**src/rtl/tug_playfield.sv**
```systemverilog
// Tug-of-war playfield: moves a one-hot light along an LED row from per-player press pulses,
// detects wins and keeps saturating round scores. Optional macro TUG_AUTO_RESTART_EN adds a timed
// return to play after a win.
module tug_playfield #(
  parameter int unsigned NUM_LEDS       = 9,
  parameter int unsigned SCORE_W        = 3,
  parameter int unsigned RESTART_CYCLES = 8
) (
  input  logic                clk,
  input  logic                reset,
  input  logic                left_press,
  input  logic                right_press,
  input  logic                restart,
  output logic [NUM_LEDS-1:0] leds,
  output logic                win_left,
  output logic                win_right,
  output logic                game_over,
  output logic [SCORE_W-1:0]  score_left,
  output logic [SCORE_W-1:0]  score_right
);

  localparam int unsigned POS_W = $clog2(NUM_LEDS);
  localparam logic [POS_W-1:0] Centre = POS_W'(NUM_LEDS / 2);
  localparam logic [POS_W-1:0] LastPos = POS_W'(NUM_LEDS - 1);
  localparam logic [SCORE_W-1:0] ScoreMax = '1;

  typedef enum logic [1:0] {StPlay, StWinL, StWinR} state_e;

  state_e               state_q, state_d;
  logic [POS_W-1:0]     pos_q, pos_d;
  logic [SCORE_W-1:0]   score_l_q, score_l_d;
  logic [SCORE_W-1:0]   score_r_q, score_r_d;
  logic [NUM_LEDS-1:0]  leds_d;
  logic                 auto_exit;

`ifdef TUG_AUTO_RESTART_EN
  localparam int unsigned CNT_W = $clog2(RESTART_CYCLES + 1);
  logic [CNT_W-1:0] cnt_q, cnt_d;

  assign auto_exit = (cnt_q == '0);

  // Loaded on win entry; the win state exits on the edge after it reaches zero.
  always_comb begin
    cnt_d = cnt_q;
    if (state_q == StPlay && state_d != StPlay) begin
      cnt_d = CNT_W'(RESTART_CYCLES);
    end else if (state_q != StPlay && cnt_q != '0) begin
      cnt_d = cnt_q - 1'b1;
    end
  end

  always_ff @(posedge clk or posedge reset) begin
    if (reset) begin
      cnt_q <= '0;
    end else begin
      cnt_q <= cnt_d;
    end
  end
`else
  assign auto_exit = 1'b0;
`endif

  always_comb begin
    state_d   = state_q;
    pos_d     = pos_q;
    score_l_d = score_l_q;
    score_r_d = score_r_q;
    unique case (state_q)
      StPlay: begin
        if (restart) begin
          pos_d = Centre;
        end else if (left_press && right_press) begin
          pos_d = pos_q;
        end else if (left_press) begin
          if (pos_q == LastPos) begin
            state_d = StWinL;
            if (score_l_q != ScoreMax) score_l_d = score_l_q + 1'b1;
          end else begin
            pos_d = pos_q + 1'b1;
          end
        end else if (right_press) begin
          if (pos_q == '0) begin
            state_d = StWinR;
            if (score_r_q != ScoreMax) score_r_d = score_r_q + 1'b1;
          end else begin
            pos_d = pos_q - 1'b1;
          end
        end
      end
      StWinL, StWinR: begin
        if (restart || auto_exit) begin
          state_d = StPlay;
          pos_d   = Centre;
        end
      end
      default: begin
        state_d = StPlay;
        pos_d   = Centre;
      end
    endcase
  end

  // Outputs are decoded from next state so they are registered alongside it.
  always_comb begin
    leds_d = '0;
    if (state_d == StPlay) leds_d = NUM_LEDS'(1) << pos_d;
  end

  always_ff @(posedge clk or posedge reset) begin
    if (reset) begin
      state_q   <= StPlay;
      pos_q     <= Centre;
      score_l_q <= '0;
      score_r_q <= '0;
      leds      <= NUM_LEDS'(1) << Centre;
      win_left  <= 1'b0;
      win_right <= 1'b0;
      game_over <= 1'b0;
    end else begin
      state_q   <= state_d;
      pos_q     <= pos_d;
      score_l_q <= score_l_d;
      score_r_q <= score_r_d;
      leds      <= leds_d;
      win_left  <= (state_d == StWinL);
      win_right <= (state_d == StWinR);
      game_over <= (state_d != StPlay);
    end
  end

  assign score_left  = score_l_q;
  assign score_right = score_r_q;

endmodule

```
**config.mk**
```make
export PLATFORM = sky130hd
export DESIGN_NAME = tug_playfield
export DESIGN_NICKNAME = d
export VERILOG_FILES = /design/src/rtl/tug_playfield.sv
export SDC_FILE = /design/constraint.sdc
export NUM_CORES = 1
export LEC_CHECK = 0
export ABC_AREA = 1
export BUFFER_PORTS_ARGS = -buffer_cell sky130_fd_sc_hd__buf_2
export CORE_MARGIN = 3
export CORE_UTILIZATION = 35
export DETAILED_ROUTE_END_ITERATION = 16
export PLACE_DENSITY = 0.61
export SYNTH_ARGS = -nofsm -noshare
export SYNTH_HDL_FRONTEND = slang
export SYNTH_SLANG_ARGS = --single-unit
```
**constraint.sdc**
```tcl
create_clock -name clk -period 1.62 [get_ports clk]
set_input_delay 0 -clock clk [delete_from_list [all_inputs] [get_ports clk]]
set_output_delay 0 -clock clk [all_outputs]
set_load 0.01 [all_outputs]
```
==> impl_results.md <==
- # H-tree levels: 1
- Number of synthesized register bits: 24
- Number of CTS-inserted buffers: 3
- Maximum Capacitance Violations: 0
- Ant. Diodes: 0
- Average wire per standard cell: 11.6 um
- Share of cells above drive strength 1: 44.1%
- Pins over their slew limit: 0
- Synthesized-area fraction occupied by ao, oa, aoi and oai cells: 3.06%
- Final Cycle Share: 100%
- Max Clock Skew: 0.00303 ns
- Largest family of logic cells by synthesized area: simple AND/OR/NAND/NOR gates
- Most frequent cells in the layout: sky130_fd_sc_hd__nand2_1, sky130_fd_sc_hd__dfrtp_1, sky130_fd_sc_hd__buf_2, sky130_fd_sc_hd__buf_4, sky130_fd_sc_hd__inv_1
- Setup CP Type: reg2reg
- Final setup violation count: 2
- Post-synthesis share of cell area spent on xor and xnor gates: 1.95%
- Run status: complete, but fails checks
- Final weighted congestion in routability-driven placement: 0.842
- Number of placed cells counting well taps: 248
- Total gr overflow: 0
- Startpoint type of the worst setup path: flip-flop
- Mean instance size in the synthesized netlist: 8.04 sq um
- CTS tree: yes
- Portion of total power attributed to the clock network: 16.9%
- Post-route minimum period: 1.63 ns
- Detailed placer's ending HPWL: 2.13 mm
- Clock tree buffer depth: 2
- Routed Wire Length: 2.99 mm
- Antenna violations before repair: 0
- Worst slew margin relative to its limit: 80.2%
- Post-route insts no fill: 259
- DR DRC count: 0
- Post-synth EDFFs: 0
- Net switching power of the design: 1180 uW
- Synth Net Count: 181
- Via count: 1144
- Maximum frequency from static timing analysis: 0.615 GHz
- Die span in y: 68.1 um
- Clock transition at the register clock pins on the worst setup and hold paths after CTS: 0.08 ns
- Sequential Power Share: 30.0%
- Maximum net fanout on the critical path: 4
- Cells after Synth: 168
- First-pass GRT wire length: 5.02 mm
- Switching Share: 38.9%
- Multiplexer area fraction after synthesis: 2.22%
- R2R setup slack: -0.006 ns
- Number of placed I/O pins: 23
- Logic gate share of total power: 53.1%
- Pint: 1850 uW
- Via count of the first global-routing pass: 1135
- Initial core utilization: 38.3%
- Ratio of routed vias to standard cells: 4.42
- Worst ir drop on vdd: 0.799 mV
- Fraction of the mapped netlist area in adder cells: 7.41%
- Clock Sink Count: 24
- GRT Util Overall: 14.6%
- Worst Tran Pin Value: 0.297 ns
- Hold Violations, Final: 0
- NumNets Final: 227
- Maximum number of pins on one net before global-route repair: 25
- Critical path required time: 1.77 ns
- Clk_lat worst skew: 0.26 ns
- Number of inserted filler cells in the final layout: 347
- Post-route setup slack: -0.00606 ns
- Number of port buffers: 22
- Total power after layout: 3040 uW
- Root buffer cell: sky130_fd_sc_hd__clkbuf_8
- Area growth from synthesis to layout: 35.1%
- Violations in the final reports: setup timing
- Most common library cell in the layout ignoring fill and taps: sky130_fd_sc_hd__nand2_1
- Core Box Area: 3520 sq um
- Power per unit of standard cell area: 1660 nW/um^2
- Initial DRC Count: 42
- Overall die width: 68.1 um
- Cell row count: 21
- Crit end category: flip-flop
- Post-synthesis share of cell area spent on and, or, nand and nor gates: 32.1%
- Data arrival, critical path: 1.78 ns
- Dominant register cell in the synthesized netlist: sky130_fd_sc_hd__dfrtp_1
- Number of iterations in the first detailed-routing pass: 4
- Fraction of registers with async set/reset: 100%
- Antenna-violating nets left: 0
- Cell variety after synth: 24
- Sequential cell area fraction in the yosys report: 44.7%
- Netlist area before placement: 1350 sq um
- Class of the tightest hold or removal check: in2reg
- End-of-flow core utilization: 51.8%
- Total die area: 4640 sq um
- Unrepaired setup endpoints after global routing: true
- Number of warnings printed during yosys synthesis: 0
- Leakage: 0.00104 uW
[power groups by stage]
stage               logic, uW  registers, uW  clock network (uW)
floorplan                 829            977                   0
global placement         1360            919                   0
detailed placement       1370            916                   0
CTS                      1450            912                 540
global route             1810            931                 571
finish                   1610            911                 513
[flip-flops by register name, indices dropped and copies added (netlist names)]
signal and cells:
leds 9, pos_q 4, score_left 3, score_right 3
state_q 2, game_over 1, win_left 1, win_right 1
[cell usage after synthesis, types with 3 or more instances]
library cell / count / area share [%]
sky130_fd_sc_hd__a21oi_1: 3 / 1.1
sky130_fd_sc_hd__dfrtp_1: 22 / 41
sky130_fd_sc_hd__ha_1: 8 / 7.4
sky130_fd_sc_hd__inv_1: 21 / 5.8
sky130_fd_sc_hd__inv_2: 3 / 0.83
sky130_fd_sc_hd__nand2_1: 51 / 14
sky130_fd_sc_hd__nand2_2: 4 / 1.9
sky130_fd_sc_hd__nand3_1: 9 / 3.3
sky130_fd_sc_hd__nor2_1: 20 / 5.6
sky130_fd_sc_hd__nor2_2: 4 / 1.9
sky130_fd_sc_hd__o21ai_0: 4 / 1.5
[layer usage]
metal / track usage, % / vias up / wire (um)
met5: 0 / - / 0
met4: 5.96 / 0 / 49
met3: 3.78 / 6 / 111
met2: 23.2 / 19 / 1440
met1: 18.9 / 516 / 1390
li1: - / 603 / -
[critical path, stage by stage, from the launching register on]
cell and delay (ns):
sky130_fd_sc_hd__dfrtp_1 0.40, sky130_fd_sc_hd__inv_2 0.09, sky130_fd_sc_hd__ha_4 0.16, sky130_fd_sc_hd__nand2_2 0.08, sky130_fd_sc_hd__nor2_4 0.14, sky130_fd_sc_hd__nand2_2 0.09, sky130_fd_sc_hd__or2_4 0.26, sky130_fd_sc_hd__mux2_4 0.30
[cells by family after synthesis]
group / count (synthesis)
AOI/OAI and AO/OA: 8
xor gates and xnor gates: 3
adders and majority gates: 8
buffers and inverters: 27
DFF: 24
muxes: 2
and+or+nand+nor: 96
[stage by stage]
| stage | setup WS (ns) | TNS (ns) | area, sq um | hold slack, ns |
|---|---|---|---|---|
| floorplan | 0.0214 | 0 | 1360 | 0.0131 |
| global placement | -0.0426 | -0.254 | 1620 | 0.0571 |
| detailed placement | -0.0323 | -0.149 | 1620 | 0.0631 |
| CTS | 0.000262 | 0 | 1730 | 0.214 |
| global route | -0.107 | -0.908 | 1820 | 0.275 |
| finish | -0.00606 | -0.00775 | 1820 | 0.234 |
[path summary, 6_finish.rpt]
kind                               startpoint  cells past startpoint             end
worst max-delay path                 pos_q[1]                      7  score_right[1]
worst min-delay path                  restart                      6      state_q[0]
worst max register to register       pos_q[1]                      7  score_right[1]
worst min register to register  score_left[0]                      1   score_left[0]
max in group asynchronous               reset                      4        pos_q[2]
min in group asynchronous               reset                      4         leds[6]
[area by class of cell]
cell class | instances | area, sq um | area share [%]
Clock buffer | 3 | 41.3 | 2.26
Clock inverter | 1 | 30.0 | 1.65
Inverter | 24 | 90.1 | 4.94
Multi-Input combinational cell | 117 | 721 | 39.5
Sequential cell | 24 | 603 | 33.1
Tap cell | 46 | 57.6 | 3.16
Timing Repair Buffer | 44 | 282 | 15.4
[timing repair]
item                       CTS  global route
setup buffers                2             4
gates resized for setup      8            23
pin swaps                    4            13
hold endpoints to repair    22             0
hold buffers                 1             0
setup endpoints to repair   10            17
No activity file was read; power rests on OpenSTA's default activity.
